**src/rtl/barrel_pkg.sv**
```systemverilog
// Shared types for the pipelined barrel shifter: shift modes and the per-stage
// control payload that travels alongside data and shift amount.
package barrel_pkg;

    typedef enum logic [1:0] {
        MODE_SLL = 2'b00,
        MODE_SRL = 2'b01,
        MODE_SRA = 2'b10,
        MODE_ROR = 2'b11
    } mode_e;

    // Data and shamt widths follow WIDTH, so they are carried as separate
    // parametrised fields in each stage; the width-independent part lives here.
    typedef struct packed {
        mode_e mode;
        logic  fill;
    } stage_ctrl_t;

endpackage

```
**src/rtl/shifter_stage.sv**
```systemverilog
// One barrel-shifter level: conditional 2^K right shift/rotate feeding a
// valid/ready register slice whose accept condition comes from the top.
module shifter_stage
    import barrel_pkg::*;
#(
    parameter int unsigned  WIDTH   = 8,
    parameter int unsigned  K       = 0,
    localparam int unsigned SHAMT_W = $clog2(WIDTH)
) (
    input  logic               clk,
    input  logic               rst_n,
    input  logic               up_valid,
    input  logic               up_ready,
    input  logic [WIDTH-1:0]   up_data,
    input  logic [SHAMT_W-1:0] up_shamt,
    input  stage_ctrl_t        up_ctrl,
    output logic               dn_valid,
    output logic [WIDTH-1:0]   dn_data,
    output logic [SHAMT_W-1:0] dn_shamt,
    output stage_ctrl_t        dn_ctrl,
    output logic [WIDTH-1:0]   shifted
);

    localparam int unsigned      AMT       = 1 << K;
    localparam logic [WIDTH-1:0] FILL_MASK = ~({WIDTH{1'b1}} >> AMT);

    logic               valid_q, valid_d;
    logic [WIDTH-1:0]   data_q, data_d;
    logic [SHAMT_W-1:0] shamt_q, shamt_d;
    stage_ctrl_t        ctrl_q, ctrl_d;
    logic               load;

    // SLL arrives bit-reversed, so it shares the logical right-shift path.
    always_comb begin
        shifted = up_data;
        if (up_shamt[K]) begin
            case (up_ctrl.mode)
                MODE_SRA: shifted = (up_data >> AMT) | (up_ctrl.fill ? FILL_MASK : '0);
                MODE_ROR: shifted = (up_data >> AMT) | (up_data << (WIDTH - AMT));
                default:  shifted = up_data >> AMT;
            endcase
        end
    end

    always_comb begin
        load    = up_valid && up_ready;
        valid_d = up_ready ? up_valid : valid_q;
        data_d  = data_q;
        shamt_d = shamt_q;
        ctrl_d  = ctrl_q;
        if (load) begin
            data_d  = shifted;
            shamt_d = up_shamt;
            ctrl_d  = up_ctrl;
        end
    end

    always_ff @(posedge clk or negedge rst_n) begin
        if (!rst_n) begin
            valid_q <= 1'b0;
            data_q  <= '0;
            shamt_q <= '0;
            ctrl_q  <= '0;
        end else begin
            valid_q <= valid_d;
            data_q  <= data_d;
            shamt_q <= shamt_d;
            ctrl_q  <= ctrl_d;
        end
    end

    assign dn_valid = valid_q;
    assign dn_data  = data_q;
    assign dn_shamt = shamt_q;
    assign dn_ctrl  = ctrl_q;

endmodule

```
**src/rtl/pipelined_barrel_shifter.sv**
```systemverilog
// Pipelined barrel shifter (SLL/SRL/SRA/ROR), one register stage per shift
// level, valid/ready on both sides with bubble-collapsing stage acceptance.
module pipelined_barrel_shifter
    import barrel_pkg::*;
#(
    parameter int unsigned  WIDTH   = 8,
    localparam int unsigned SHAMT_W = $clog2(WIDTH)
) (
    input  logic               clk,
    input  logic               rst_n,
    input  logic               in_valid,
    output logic               in_ready,
    input  logic [WIDTH-1:0]   in_data,
    input  logic [SHAMT_W-1:0] in_shamt,
    input  logic [1:0]         in_mode,
    output logic               out_valid,
    input  logic               out_ready,
    output logic [WIDTH-1:0]   out_data,
    output logic               out_zero
);

    logic [SHAMT_W:0]   valid;
    logic [SHAMT_W:0]   accept;
    logic [WIDTH-1:0]   data  [SHAMT_W+1];
    logic [SHAMT_W-1:0] shamt [SHAMT_W+1];
    stage_ctrl_t        ctrl  [SHAMT_W+1];
    logic [WIDTH-1:0]   in_data_eff;
    logic [WIDTH-1:0]   last_shifted;
    logic               last_load;
    logic               zero_q, zero_d;
    logic               unused_tail;

    always_comb begin
        in_data_eff = in_data;
        if (in_mode == MODE_SLL) begin
            for (int unsigned i = 0; i < WIDTH; i++) in_data_eff[i] = in_data[WIDTH-1-i];
        end
    end

    assign valid[0] = in_valid;
    assign data[0]  = in_data_eff;
    assign shamt[0] = in_shamt;
    assign ctrl[0]  = '{mode: mode_e'(in_mode), fill: in_data[WIDTH-1]};

    // Stage k accepts when empty or when its content moves on this cycle.
    always_comb begin
        accept          = '0;
        accept[SHAMT_W] = out_ready;
        for (int unsigned i = SHAMT_W; i > 0; i--) accept[i-1] = !valid[i] || accept[i];
    end

    for (genvar k = 0; k < SHAMT_W; k++) begin : g_stage
        logic [WIDTH-1:0] shifted;
        shifter_stage #(.WIDTH(WIDTH), .K(k)) u_stage (
            .clk      (clk),
            .rst_n    (rst_n),
            .up_valid (valid[k]),
            .up_ready (accept[k]),
            .up_data  (data[k]),
            .up_shamt (shamt[k]),
            .up_ctrl  (ctrl[k]),
            .dn_valid (valid[k+1]),
            .dn_data  (data[k+1]),
            .dn_shamt (shamt[k+1]),
            .dn_ctrl  (ctrl[k+1]),
            .shifted  (shifted)
        );
        if (k == SHAMT_W - 1) begin : g_last
            assign last_shifted = shifted;
        end else begin : g_mid
            logic unused_shifted;
            assign unused_shifted = ^shifted;
        end
    end

    assign last_load = valid[SHAMT_W-1] && accept[SHAMT_W-1];

    always_comb begin
        zero_d = zero_q;
        if (last_load) zero_d = (last_shifted == '0);
    end

    always_ff @(posedge clk or negedge rst_n) begin
        if (!rst_n) zero_q <= 1'b1;
        else        zero_q <= zero_d;
    end

    always_comb begin
        out_data = data[SHAMT_W];
        if (ctrl[SHAMT_W].mode == MODE_SLL) begin
            for (int unsigned i = 0; i < WIDTH; i++) out_data[i] = data[SHAMT_W][WIDTH-1-i];
        end
    end

    assign in_ready    = accept[0];
    assign out_valid   = valid[SHAMT_W];
    assign out_zero    = zero_q;
    assign unused_tail = ^{shamt[SHAMT_W], ctrl[SHAMT_W].fill};

endmodule
```
**config.mk**
```make
export PLATFORM = sky130hd
export DESIGN_NAME = pipelined_barrel_shifter
export DESIGN_NICKNAME = d
export VERILOG_FILES = /design/src/rtl/barrel_pkg.sv /design/src/rtl/shifter_stage.sv /design/src/rtl/pipelined_barrel_shifter.sv
export SDC_FILE = /design/constraint.sdc
export NUM_CORES = 1
export LEC_CHECK = 0
export BUFFER_PORTS_ARGS = -buffer_cell sky130_fd_sc_hd__buf_2
export CAP_MARGIN = 20
export CORE_MARGIN = 2
export CORE_UTILIZATION = 36
export CTS_BUF_LIST = sky130_fd_sc_hd__clkbuf_2 sky130_fd_sc_hd__clkbuf_4 sky130_fd_sc_hd__clkbuf_8
export DETAILED_ROUTE_END_ITERATION = 10
export GPL_TIMING_DRIVEN = 0
export SLEW_MARGIN = 30
export SYNTH_ARGS = -nofsm -noshare
export SYNTH_HDL_FRONTEND = slang
export SYNTH_SLANG_ARGS = --single-unit
```
**constraint.sdc**
```tcl
create_clock -name clk -period 2.1 [get_ports clk]
set_clock_uncertainty 0.2 [all_clocks]
set_input_delay 0.21 -clock clk [delete_from_list [all_inputs] [get_ports clk]]
set_output_delay 0.21 -clock clk [all_outputs]
set_load 0.02 [all_outputs]
```
==> impl_results.md, run 1 <==
- Status: complete, no violations
- Commonest non-fill, non-tap cell in the layout: dfrtp_1
- Initial antenna violation count: 0
- Pre-antenna DRT Iters: 4
- #FFs+latches synth: 39
- Clk root buf: clkbuf_8
- Final Max Tran Viols: 0
- Largest net degree at the start of global routing: 40
- Horiz. Die Dim: 78.18 µm
- Hold endpoint: g_stage[0].u_stage.dn_ctrl[0]$_DFFE_PN0P_
- Setup_tns: 0 ns
- Routed WL: 3645 µm
- HPWL after detailed placement: 2669 µm
- Clock latency on the worst-skew pair: 0.29 ns
- Syn Inst Count: 164
- Pwr Density: 1073 nW/µm²
- Final hold vios: 0
- Fmax achieved: 505.8 MHz
- Vias in the first global route: 1372
- Hold Crit Start: in_data[7]
- ANT cells: 0
- Number of setup buffers added after CTS: 0
- End of the worst register-to-register path: g_stage[0].u_stage.dn_shamt[2]$_DFFE_PN0P_
- Tcrit/Tclk final: 0.9415
- Core area: 5405 µm²
- Lkg Pwr: 1.063 nW
- Share of post-route cells with drive strength above 1: 0.3614
- WS Path Type: flip-flop to primary output
- CP peak stage delay: 0.39 ns
- Register-to-register setup slack: 0.40 ns
- Slowest cell on crit path: dfrtp_1
- Tot GR Track Use: 0.1367
- Die Y: 78.18 µm
- Syn Nets: 181
- CTS H-tree depth: 2
- R2r startpoint: g_stage[1].u_stage.dn_valid$_DFFE_PN0P_
- DR vias/cell: 4.956
- Synthesized cell area: 1981 µm²
- Buffers and inverters on the worst path: 1
- Final instance area: 2337 µm²
- Min cycle time layout: 1.977 ns
- FF/Latch Area: 977.2 µm²
- Max Buffers Root-to-Sink: 2
- Initial Utilization: 0.3664
- I/O pins: 28
- CTS tree: done
- IR drop worst, VDD: 0.0004029 V
- Gpl congestion: 0.7019
- Inserted Clock Buffers: 5
- Syn. warnings: 0
- Final setup viols: 0
- Fillers: 516
- Maximum fanout along the worst path: 8
- Worst rel slew slack: 0.6309
- Clk slew on worst S/H paths: 0.07 ns
- Endpoint class of the critical path: primary output
- Placed Area: 2201 µm²
- Post-route ant nets: 0
- Worst hold path class: input pin to flip-flop
- Multi-input logic area: 955.9 µm²
- Startpoint Class: flip-flop
- Synth cell types: 30
- Worst path arrival time: 1.57 ns
- Non-Filler Instances: 274
- Port Buf Inserts: 26
- Initial DRC Count: 52
- Most frequent cells in the layout: 38 x dfrtp_1, 29 x buf_2, 27 x mux2_2
- First-pass GRT wire length: 6568 µm
- Detailed-route via count: 1358
- DP Cell Count: 262
- WHS Path Cells: 3
- Syn avg cell area: 12.08 µm²
- Num rows: 27
- CP delay by family, top: flip-flops
- Worst Tran Pin Value: 0.5536 ns
- WL/cell: 13.30 µm
- Max-cap violations: 0
- RSZ-0062 raised after global routing: false
- Cell Chain, Critical Path: nor2_2, mux2_2, buf_2
- # nets final: 218
- Area growth syn-to-layout: 18.00%
- CTS sink count: 39
- Worst reg-to-reg path cell count: 4
- Post-layout util: 0.4324
- DRC Markers: 0
- Overflow after GRT: 0
- Die ar.: 6111 µm²
- Sequential cell area fraction in the yosys report: 0.4934
- Crit path required time: 1.69 ns
[power by group]
part / total, mW / internal (mW) / switching [mW]
combinational: 0.867 / 0.429 / 0.439
sequential: 1.11 / 0.954 / 0.158
clock: 0.529 / 0.275 / 0.254
[repair_timing]
| item | 4_1_cts | 5_1_grt |
|---|---|---|
| hold buffers | 4 | 0 |
| endpoints found under the setup margin | 8 | 0 |
| gates resized for setup | 1 | 0 |
| endpoints found under the hold margin | 41 | 0 |
[worst max-delay path by stage]
stage                                                    startpoint                                        end  slack (ns)  depth (start not counted)
after floorplan             g_stage[2].u_stage.dn_valid$_DFFE_PN0P_  g_stage[0].u_stage.dn_ctrl[2]$_DFFE_PN0P_        0.19                          4
after global placement    g_stage[2].u_stage.dn_ctrl[2]$_DFFE_PN0P_                                out_data[6]        0.28                          3
after detailed placement  g_stage[2].u_stage.dn_ctrl[2]$_DFFE_PN0P_                                out_data[3]        0.25                          3
after CTS                 g_stage[2].u_stage.dn_ctrl[2]$_DFFE_PN0P_                                out_data[5]        0.10                          3
after global routing      g_stage[2].u_stage.dn_ctrl[2]$_DFFE_PN0P_                                out_data[7]        0.05                          3
final                     g_stage[2].u_stage.dn_ctrl[2]$_DFFE_PN0P_                                out_data[5]        0.12                          3
[cell families after synthesis]
| group | synth area share |
|---|---|
| xor gates and xnor gates | 0.004423 |
| buffers and inverters | 0.02527 |
| DFF | 0.4934 |
| muxes | 0.2963 |
| and+or+nand+nor | 0.08212 |
| AOI/OAI and AO/OA | 0.09854 |
[final cells by class]
| cell class | count | area share |
|---|---|---|
| Timing Repair Buffer | 30 | 0.07388 |
| Buffer | 8 | 0.01660 |
| Tap cell | 72 | 0.03854 |
| Inverter | 3 | 0.004818 |
| Sequential cell | 39 | 0.4181 |
| Multi-Input combinational cell | 114 | 0.4090 |
| Clock buffer | 8 | 0.03908 |
[worst reg2reg max path, stage by stage, from the launching register on]
cell and delay (ns):
dfrtp_1 0.37, nand4b_1 0.16, nand2_1 0.28, buf_4 0.23, mux2_2 0.34
[metal layers]
metal | vias to the layer above | part of all wire | global-route usage
met2 | 31 | 0.47 | 0.2233
met4 | 0 | 0.0099 | 0.05263
met1 | 644 | 0.48 | 0.1750
met3 | 4 | 0.040 | 0.03448
li1 | 679 | - | -
met5 | - | 0 | 0
[registers in the layout, summed over array words and instances, names as in the netlist]
register	cells
g_stage.u_stage.dn_shamt	3
g_stage.u_stage.dn_ctrl	8
g_stage.u_stage.dn_valid	3
g_stage.u_stage.dn_data	24
out_zero	1
[per-stage QoR]
step	setup slack, ns	total power, mW	hold slack (ns)
floorplan	0.1878	1.743	-0.2856
global placement	0.2756	1.970	0.1728
detailed placement	0.2506	1.994	0.1764
CTS	0.1040	2.534	0.01031
global route	0.04564	2.699	0.03945
finish	0.1228	2.509	0.01017
[synth_stat cells]
cell / n / area share
inv_1: 3 / 0.0057
a31oi_1: 2 / 0.0063
a22oi_1: 1 / 0.0038
a21o_1: 2 / 0.0076
nor2b_1: 3 / 0.0095
clkbuf_1: 3 / 0.0057
mux4_1: 2 / 0.027
o21bai_1: 1 / 0.0038
nor4_1: 2 / 0.0063
nand3_1: 1 / 0.0025
a22o_1: 1 / 0.0044
nand2_1: 21 / 0.040
nor3_1: 1 / 0.0025
buf_4: 1 / 0.0038
nor2_1: 1 / 0.0019
nor2_4: 1 / 0.0057
a21oi_1: 1 / 0.0025
a2bb2oi_1: 4 / 0.018
dfrtp_1: 38 / 0.48
xnor2_1: 1 / 0.0044
mux2i_1: 14 / 0.071
mux2_2: 27 / 0.15
o21ai_0: 19 / 0.048
buf_2: 4 / 0.010
dfstp_2: 1 / 0.013
o2bb2ai_1: 1 / 0.0044
nand4b_1: 1 / 0.0044
nand2b_1: 2 / 0.0063
and3_1: 1 / 0.0032
mux4_2: 4 / 0.045
Power figures use the tool's default switching activity.
==> run 2, diff against run 1 <==
MAX_ROUTING_LAYER = met4   (was not set)
REMOVE_ABC_BUFFERS = 1   (was not set)
SKIP_LAST_GASP = 1   (was not set)
==> run 2 against run 1 <==
Wire length is 5.8% lower. Global-route usage decreased by 0.36 points. Final area up 1.0%. Sequential power is 4% higher. Critical path depth did not move. Non-clock buffer count down 6. Total power grew 7.8%. Core utilization up 0.44 points. Sequential cell count unchanged. Combinational power shrank 5.8%. Critical path type unchanged. Highest routed layer unchanged.
==> impl_results.md, run 2 (same netlist as run 1, synthesis figures left out) <==
- Core area: 5405 µm² (unchanged)
- Crit path required time: 1.69 ns (about the same)
- End of the worst register-to-register path: g_stage[0].u_stage.dn_data[5]$_DFFE_PN0P_
- CTS sink count: 39 (unchanged)
- Buffers and inverters on the worst path: 1 (unchanged)
- Lkg Pwr: 1.069 nW (+0.52%)
- Worst Tran Pin Value: 0.8412 ns (+0.2876 ns)
- Vias in the first global route: 1380 (+0.58%)
- DRC Markers: 0 (unchanged)
- Post-route ant nets: 0 (unchanged)
- DR vias/cell: 4.884 (-1.5%)
- Pwr Density: 1145 nW/µm² (+6.7%)
- Inserted Clock Buffers: 5 (unchanged)
- CP delay by family, top: flip-flops
- Final setup viols: 0 (unchanged)
- Min cycle time layout: 1.966 ns (-0.01100 ns)
- Die ar.: 6111 µm² (unchanged)
- WHS Path Cells: 3 (unchanged)
- Setup_tns: 0 ns (unchanged)
- RSZ-0062 raised after global routing: false
- Status: complete, no violations
- Register-to-register setup slack: 0.38 ns (-0.02 ns)
- Max FFs per register: 24 (unchanged)
- Final hold vios: 0 (unchanged)
- Fillers: 526 (+1.9%)
- Fmax achieved: 508.6 MHz (+0.56%)
- # nets final: 212 (-2.8%)
- Non-Filler Instances: 268 (-2.2%)
- Clk slew on worst S/H paths: 0.07 ns (about the same)
- Final Max Tran Viols: 0 (unchanged)
- Overflow after GRT: 0 (unchanged)
- Port Buf Inserts: 27 (+3.8%)
- Share of post-route cells with drive strength above 1: 0.3622 (+0.0008588)
- CP peak stage delay: 0.39 ns (about the same)
- CTS H-tree depth: 2 (unchanged)
- Worst rel slew slack: 0.4392 (-0.1917)
- First-pass GRT wire length: 6410 µm (-2.4%)
- Tot GR Track Use: 0.1331 (-0.003575)
- DP Cell Count: 256 (-2.3%)
- I/O pins: 28 (unchanged)
- Clock latency on the worst-skew pair: 0.29 ns (about the same)
- Initial Utilization: 0.3664 (unchanged)
- HPWL after detailed placement: 2562 µm (-4.0%)
- ANT cells: 0 (unchanged)
- Largest net degree at the start of global routing: 40 (unchanged)
- Cell Chain, Critical Path: nor2_2, mux2_2, buf_2
- Area growth syn-to-layout: 19.20%
- WS Path Type: flip-flop to primary output
- R2r startpoint: g_stage[0].u_stage.dn_valid$_DFFE_PN0N_
- Num rows: 27 (unchanged)
- Maximum fanout along the worst path: 8 (unchanged)
- Post-layout util: 0.4368 (+0.004399)
- Worst path arrival time: 1.56 ns (about the same)
- Clk root buf: clkbuf_8
- Placed Area: 2182 µm² (-0.85%)
- Overall power: 2.704 mW (+7.8%)
- Horiz. Die Dim: 78.18 µm (unchanged)
- Hold endpoint: g_stage[0].u_stage.dn_ctrl[0]$_DFFE_PN0P_
- Startpoint Class: flip-flop
- Initial antenna violation count: 0 (unchanged)
- Worst reg-to-reg path cell count: 3 (-1)
- Max-cap violations: 0 (unchanged)
- Slowest cell on crit path: dfrtp_1
- Max Buffers Root-to-Sink: 2 (unchanged)
- Tcrit/Tclk final: 0.9363 (-0.005240)
- Pre-antenna DRT Iters: 2 (-2)
- IR drop worst, VDD: 0.0004402 V (+9.3%)
- WL/cell: 12.81 µm (-3.7%)
- Hold Crit Start: in_data[7]
- Die Y: 78.18 µm (unchanged)
- Detailed-route via count: 1309 (-3.6%)
- Initial DRC Count: 21 (-60%)
- Commonest non-fill, non-tap cell in the layout: dfrtp_1
- Worst hold path class: input pin to flip-flop
- Most frequent cells in the layout: 38 x dfrtp_1, 27 x mux2_2, 27 x buf_2
- Final instance area: 2361 µm² (+1.0%)
- Endpoint class of the critical path: primary output
- Gpl congestion: 0.7714 (+9.9%)
- CTS tree: done
- Routed WL: 3433 µm (-5.8%)
-- run 2: changes by cell type in the layout (fill, tap and decap cells not counted) --
cell / previous run / this run
o21ai_0: 19 / 18
buf_2: 29 / 27
buf_6: 0 / 1
o21ai_2: 0 / 1
bufinv_16: 0 / 2
buf_4: 2 / 0
clkbuf_1: 3 / 0
clkbuf_4: 3 / 1
-- run 2: power breakdown --
group | total, mW | internal (mW) | switching (mW) | leakage (nW)
logic | 0.817 | 0.420 | 0.397 | 0.530
registers | 1.15 | 0.954 | 0.198 | 0.470
clock network | 0.735 | 0.488 | 0.248 | 0.0688
total | 2.70 | 1.86 | 0.843 | 1.07
-- run 2: layout make-up --
class / instances / area [µm²] / area share
Timing Repair Buffer: 32 / 186.4 / 0.07896
Sequential cell: 39 / 977.2 / 0.4139
Tap cell: 72 / 90.09 / 0.03816
Inverter: 3 / 11.26 / 0.004769
Multi-Input combinational cell: 114 / 959.7 / 0.4065
Clock inverter: 2 / 60.06 / 0.02544
Clock buffer: 6 / 76.32 / 0.03233
-- run 2: worst max-delay path by stage --
| stage | cells past startpoint | start | endpoint |
|---|---|---|---|
| after detailed placement | 3 | g_stage[2].u_stage.dn_ctrl[2]$_DFFE_PN0P_ | out_data[3] |
| after floorplan | 3 | g_stage[2].u_stage.dn_valid$_DFFE_PN0P_ | g_stage[1].u_stage.dn_ctrl[0]$_DFFE_PN0P_ |
| final | 3 | g_stage[2].u_stage.dn_ctrl[2]$_DFFE_PN0P_ | out_data[6] |
| after global routing | 3 | g_stage[2].u_stage.dn_ctrl[2]$_DFFE_PN0P_ | out_data[6] |
| after CTS | 3 | g_stage[2].u_stage.dn_ctrl[2]$_DFFE_PN0P_ | out_data[2] |
| after global placement | 4 | out_ready | g_stage[1].u_stage.dn_shamt[2]$_DFFE_PN0P_ |
-- run 2: metrics by stage --
stage / worst slack [ns] / hold WS (ns)
finish: 0.1338 / 0.02312
global placement: -0.6056 / 0.1686
floorplan: -0.2764 / -0.2856
detailed placement: 0.2453 / 0.1642
CTS: 0.1055 / 0.02111
global route: 0.03586 / 0.04051
-- run 2: metal layers --
layer | vias up | part of all wire | track usage
met4 | 0 | 0.0087 | 0.03158
met5 | - | 0 | -
met2 | 28 | 0.48 | 0.2190
met3 | 5 | 0.043 | 0.03793
li1 | 657 | - | -
met1 | 619 | 0.47 | 0.1637
-- run 2: tightest hold or removal path: stages --
cell and delay (ns):
buf_2 0.12, inv_1 0.06, o21ai_0 0.08
-- run 2: timing repair --
| item | CTS | global route |
|---|---|---|
| setup buffers | 0 | 0 |
| endpoints found under the hold margin | 41 | 0 |
| setup endpoints to repair | 8 | 0 |
| hold buffers | 4 | 0 |
| gates resized for setup | 1 | 0 |
==> run 3, diff against run 2 <==
CELL_PAD_IN_SITES_DETAIL_PLACEMENT = 0   (was not set)
CELL_PAD_IN_SITES_GLOBAL_PLACEMENT = 1   (was not set)
PLACE_DENSITY_LB_ADDON = 0.1   (was not set)
SYNTH_HIERARCHICAL = 1   (was not set)
==> run 3 against run 2 <==
Global-route usage is 0.057 points higher. Cell count is 3.0% higher. Register-to-register slack worse by 0.21 ns. Critical path type is now flip-flop to flip-flop. Worst hold slack better by 0.0017 ns. Worst setup slack better by 0.035 ns. Highest routed layer unchanged. Total power is 4.0% higher. Sequential share of layout area is 2.3 points lower. Critical endpoint is now g_stage[0].u_stage/dn_ctrl[0]$_DFFE_PN0P_. Sequential cell count stayed put.
==> impl_results.md, run 3 <==
- Gpl congestion: 0.7445 (-3.5%)
- Die Y: 82.21 µm (+5.2%)
- Clk root buf: clkbuf_8
- ANT cells: 0 (unchanged)
- HPWL after detailed placement: 3061 µm (+19%)
- DP Cell Count: 264 (+3.1%)
- DR vias/cell: 5.004 (+2.4%)
- Fillers: 580 (+10%)
- WS Path Type: flip-flop to flip-flop
- CP delay by family, top: flip-flops
- IR drop worst, VDD: 0.0005215 V (+18%)
- WHS Path Cells: 2 (-1)
- CP peak stage delay: 0.65 ns (+0.26 ns)
- Hold Slack: 0.02486 ns (+0.001744 ns)
- Overflow after GRT: 0 (unchanged)
- Post-route ant nets: 0 (unchanged)
- Horiz. Die Dim: 82.21 µm (+5.2%)
- Synthesized cell area: 2202 µm² (+11%)
- Register-to-register setup slack: 0.17 ns (-0.21 ns)
- Hold endpoint: g_stage[0].u_stage/dn_ctrl[1]$_DFFE_PN0P_
- WL/cell: 14.52 µm (+13%)
- Vias in the first global route: 1391 (+0.80%)
- Routed WL: 4008 µm (+17%)
- Max FFs per register: 24 (unchanged)
- Syn. warnings: 6 (+6)
- Syn Inst Count: 171 (+4.3%)
- Number of setup buffers added after CTS: 0 (unchanged)
- Initial Utilization: 0.3719 (+0.005501)
- Area growth syn-to-layout: 13.52%
- Syn avg cell area: 12.88 µm² (+6.6%)
- Setup_tns: 0 ns (unchanged)
- Most frequent cells in the layout: 52 x mux2_2, 38 x dfrtp_1, 26 x buf_2
- CTS tree: done
- RSZ-0062 raised after global routing: false
- Maximum fanout along the worst path: 15 (+7)
- CTS sink count: 39 (unchanged)
- Worst hold path class: input pin to flip-flop
- Largest net degree at the start of global routing: 40 (unchanged)
- Initial antenna violation count: 0 (unchanged)
- Worst reg-to-reg path cell count: 3 (unchanged)
- Crit path required time: 2.07 ns (+0.38 ns)
- Lkg Pwr: 1.108 nW (+3.7%)
- Hold Crit Start: in_mode[0]
- Startpoint Class: flip-flop
- Slowest cell on crit path: dfrtp_1
- Non-Filler Instances: 276 (+3.0%)
- Worst rel slew slack: 0.6654 (+0.2262)
- Post-layout util: 0.4222 (-0.01457)
- Clock latency on the worst-skew pair: 0.28 ns (about the same)
- Cell Chain, Critical Path: nand3_1, nand2_2, mux2_2
- Clk slew on worst S/H paths: 0.07 ns (about the same)
- Num rows: 28 (+3.7%)
- Final Max Tran Viols: 0 (unchanged)
- CTS H-tree depth: 2 (unchanged)
- Worst Tran Pin Value: 0.5019 ns (-0.3393 ns)
- Initial DRC Count: 43 (+100%)
- Die ar.: 6758 µm² (+11%)
- Inserted Clock Buffers: 5 (unchanged)
- Share of post-route cells with drive strength above 1: 0.5522 (+0.1900)
- Pwr Density: 1125 nW/µm² (-1.8%)
- Detailed-route via count: 1381 (+5.5%)
- # nets final: 217 (+2.4%)
- Tcrit/Tclk final: 0.9194 (-0.01690)
- Commonest non-fill, non-tap cell in the layout: mux2_2
- Overall power: 2.812 mW (+4.0%)
- Final hold vios: 0 (unchanged)
- Worst path arrival time: 1.90 ns (+0.34 ns)
- First-pass GRT wire length: 6734 µm (+5.1%)
- Fmax achieved: 517.9 MHz (+1.8%)
- Max-cap violations: 0 (unchanged)
- Max Buffers Root-to-Sink: 2 (unchanged)
- Post-CTS sizing: 0 (-1)
- Status: complete, no violations
- Min cycle time layout: 1.931 ns (-0.03549 ns)
- I/O pins: 28 (unchanged)
- Endpoint class of the critical path: flip-flop
- Port Buf Inserts: 27 (unchanged)
- DRC Markers: 0 (unchanged)
- Buffers and inverters on the worst path: 0 (-1)
- Pre-antenna DRT Iters: 4 (+2)
- Core area: 5921 µm² (+9.5%)
- Final setup viols: 0 (unchanged)
- End of the worst register-to-register path: g_stage[0].u_stage/dn_ctrl[0]$_DFFE_PN0P_
- R2r startpoint: g_stage[1].u_stage/dn_valid$_DFFE_PN0P_
- Tot GR Track Use: 0.1337 (+0.0005674)
[run 3: cell count changes in the layout (fill, tap and decap cells not counted), sizes merged, moves of 3 or more]
cell / before / now
nand3: 1 / 4
a21oi: 1 / 9
mux2: 27 / 64
o22ai: 0 / 4
a21bo: 0 / 4
inv: 3 / 10
nand4b: 1 / 4
mux4: 6 / 0
a2bb2oi: 4 / 0
mux2i: 14 / 4
o21ai: 19 / 3
o211ai: 0 / 4
nand2: 21 / 5
[run 3: layout make-up]
class,count,area [µm²],area share
clock inverters,1,8.758,0.003504
well taps,75,93.84,0.03754
multi-input cells,113,1115,0.4459
inverters,10,37.54,0.01502
clock buffers,7,90.09,0.03604
flip-flops and latches,39,977.2,0.3909
repair buffers,31,177.7,0.07107
[run 3: report_power, final]
part           internal [mW]  total, mW  switching (mW)
combinational          0.590       1.09           0.496
sequential             0.973       1.20           0.226
clock                  0.282      0.527           0.246
total                   1.84       2.81           0.967
[run 3: routing by layer]
layer  wire [µm]  vias to the layer above  GRT usage  part of all wire
met2        2050                       27     0.2234              0.51
met5           0                        -          -                 0
met4          44                        0    0.04333             0.011
met1        1786                      664     0.1597              0.45
li1            -                      686          -                 -
met3         127                        4    0.03043             0.032
[run 3: through the flow]
stage / area (µm²) / worst slack, ns
3_3_place_gp: 2359 / 0.1745
2_1_floorplan: 2130 / 0.2029
6_report: 2500 / 0.1693
3_5_place_dp: 2359 / 0.1448
5_1_grt: 2500 / 0.03878
4_1_cts: 2497 / 0.1381
[run 3: worst max-delay path by stage]
stage | from | to | slack (ns) | cells past startpoint
final | g_stage[1].u_stage/dn_valid$_DFFE_PN0P_ | g_stage[0].u_stage/dn_ctrl[0]$_DFFE_PN0P_ | 0.17 | 3
after global routing | g_stage[1].u_stage/dn_valid$_DFFE_PN0P_ | g_stage[0].u_stage/dn_data[3]$_DFFE_PN0P_ | 0.04 | 3
after CTS | g_stage[1].u_stage/dn_valid$_DFFE_PN0P_ | g_stage[0].u_stage/dn_ctrl[0]$_DFFE_PN0P_ | 0.14 | 3
after detailed placement | g_stage[1].u_stage/dn_valid$_DFFE_PN0P_ | g_stage[0].u_stage/dn_ctrl[0]$_DFFE_PN0P_ | 0.14 | 3
after global placement | g_stage[1].u_stage/dn_valid$_DFFE_PN0P_ | g_stage[0].u_stage/dn_data[4]$_DFFE_PN0P_ | 0.17 | 3
after floorplan | g_stage[2].u_stage/dn_valid$_DFFE_PN0P_ | g_stage[0].u_stage/dn_ctrl[0]$_DFFE_PN0P_ | 0.20 | 4
[run 3: repair_timing]
action,in CTS,in global routing
endpoints found under the setup margin,0,0
hold endpoints to repair,41,0
hold buffers,4,0
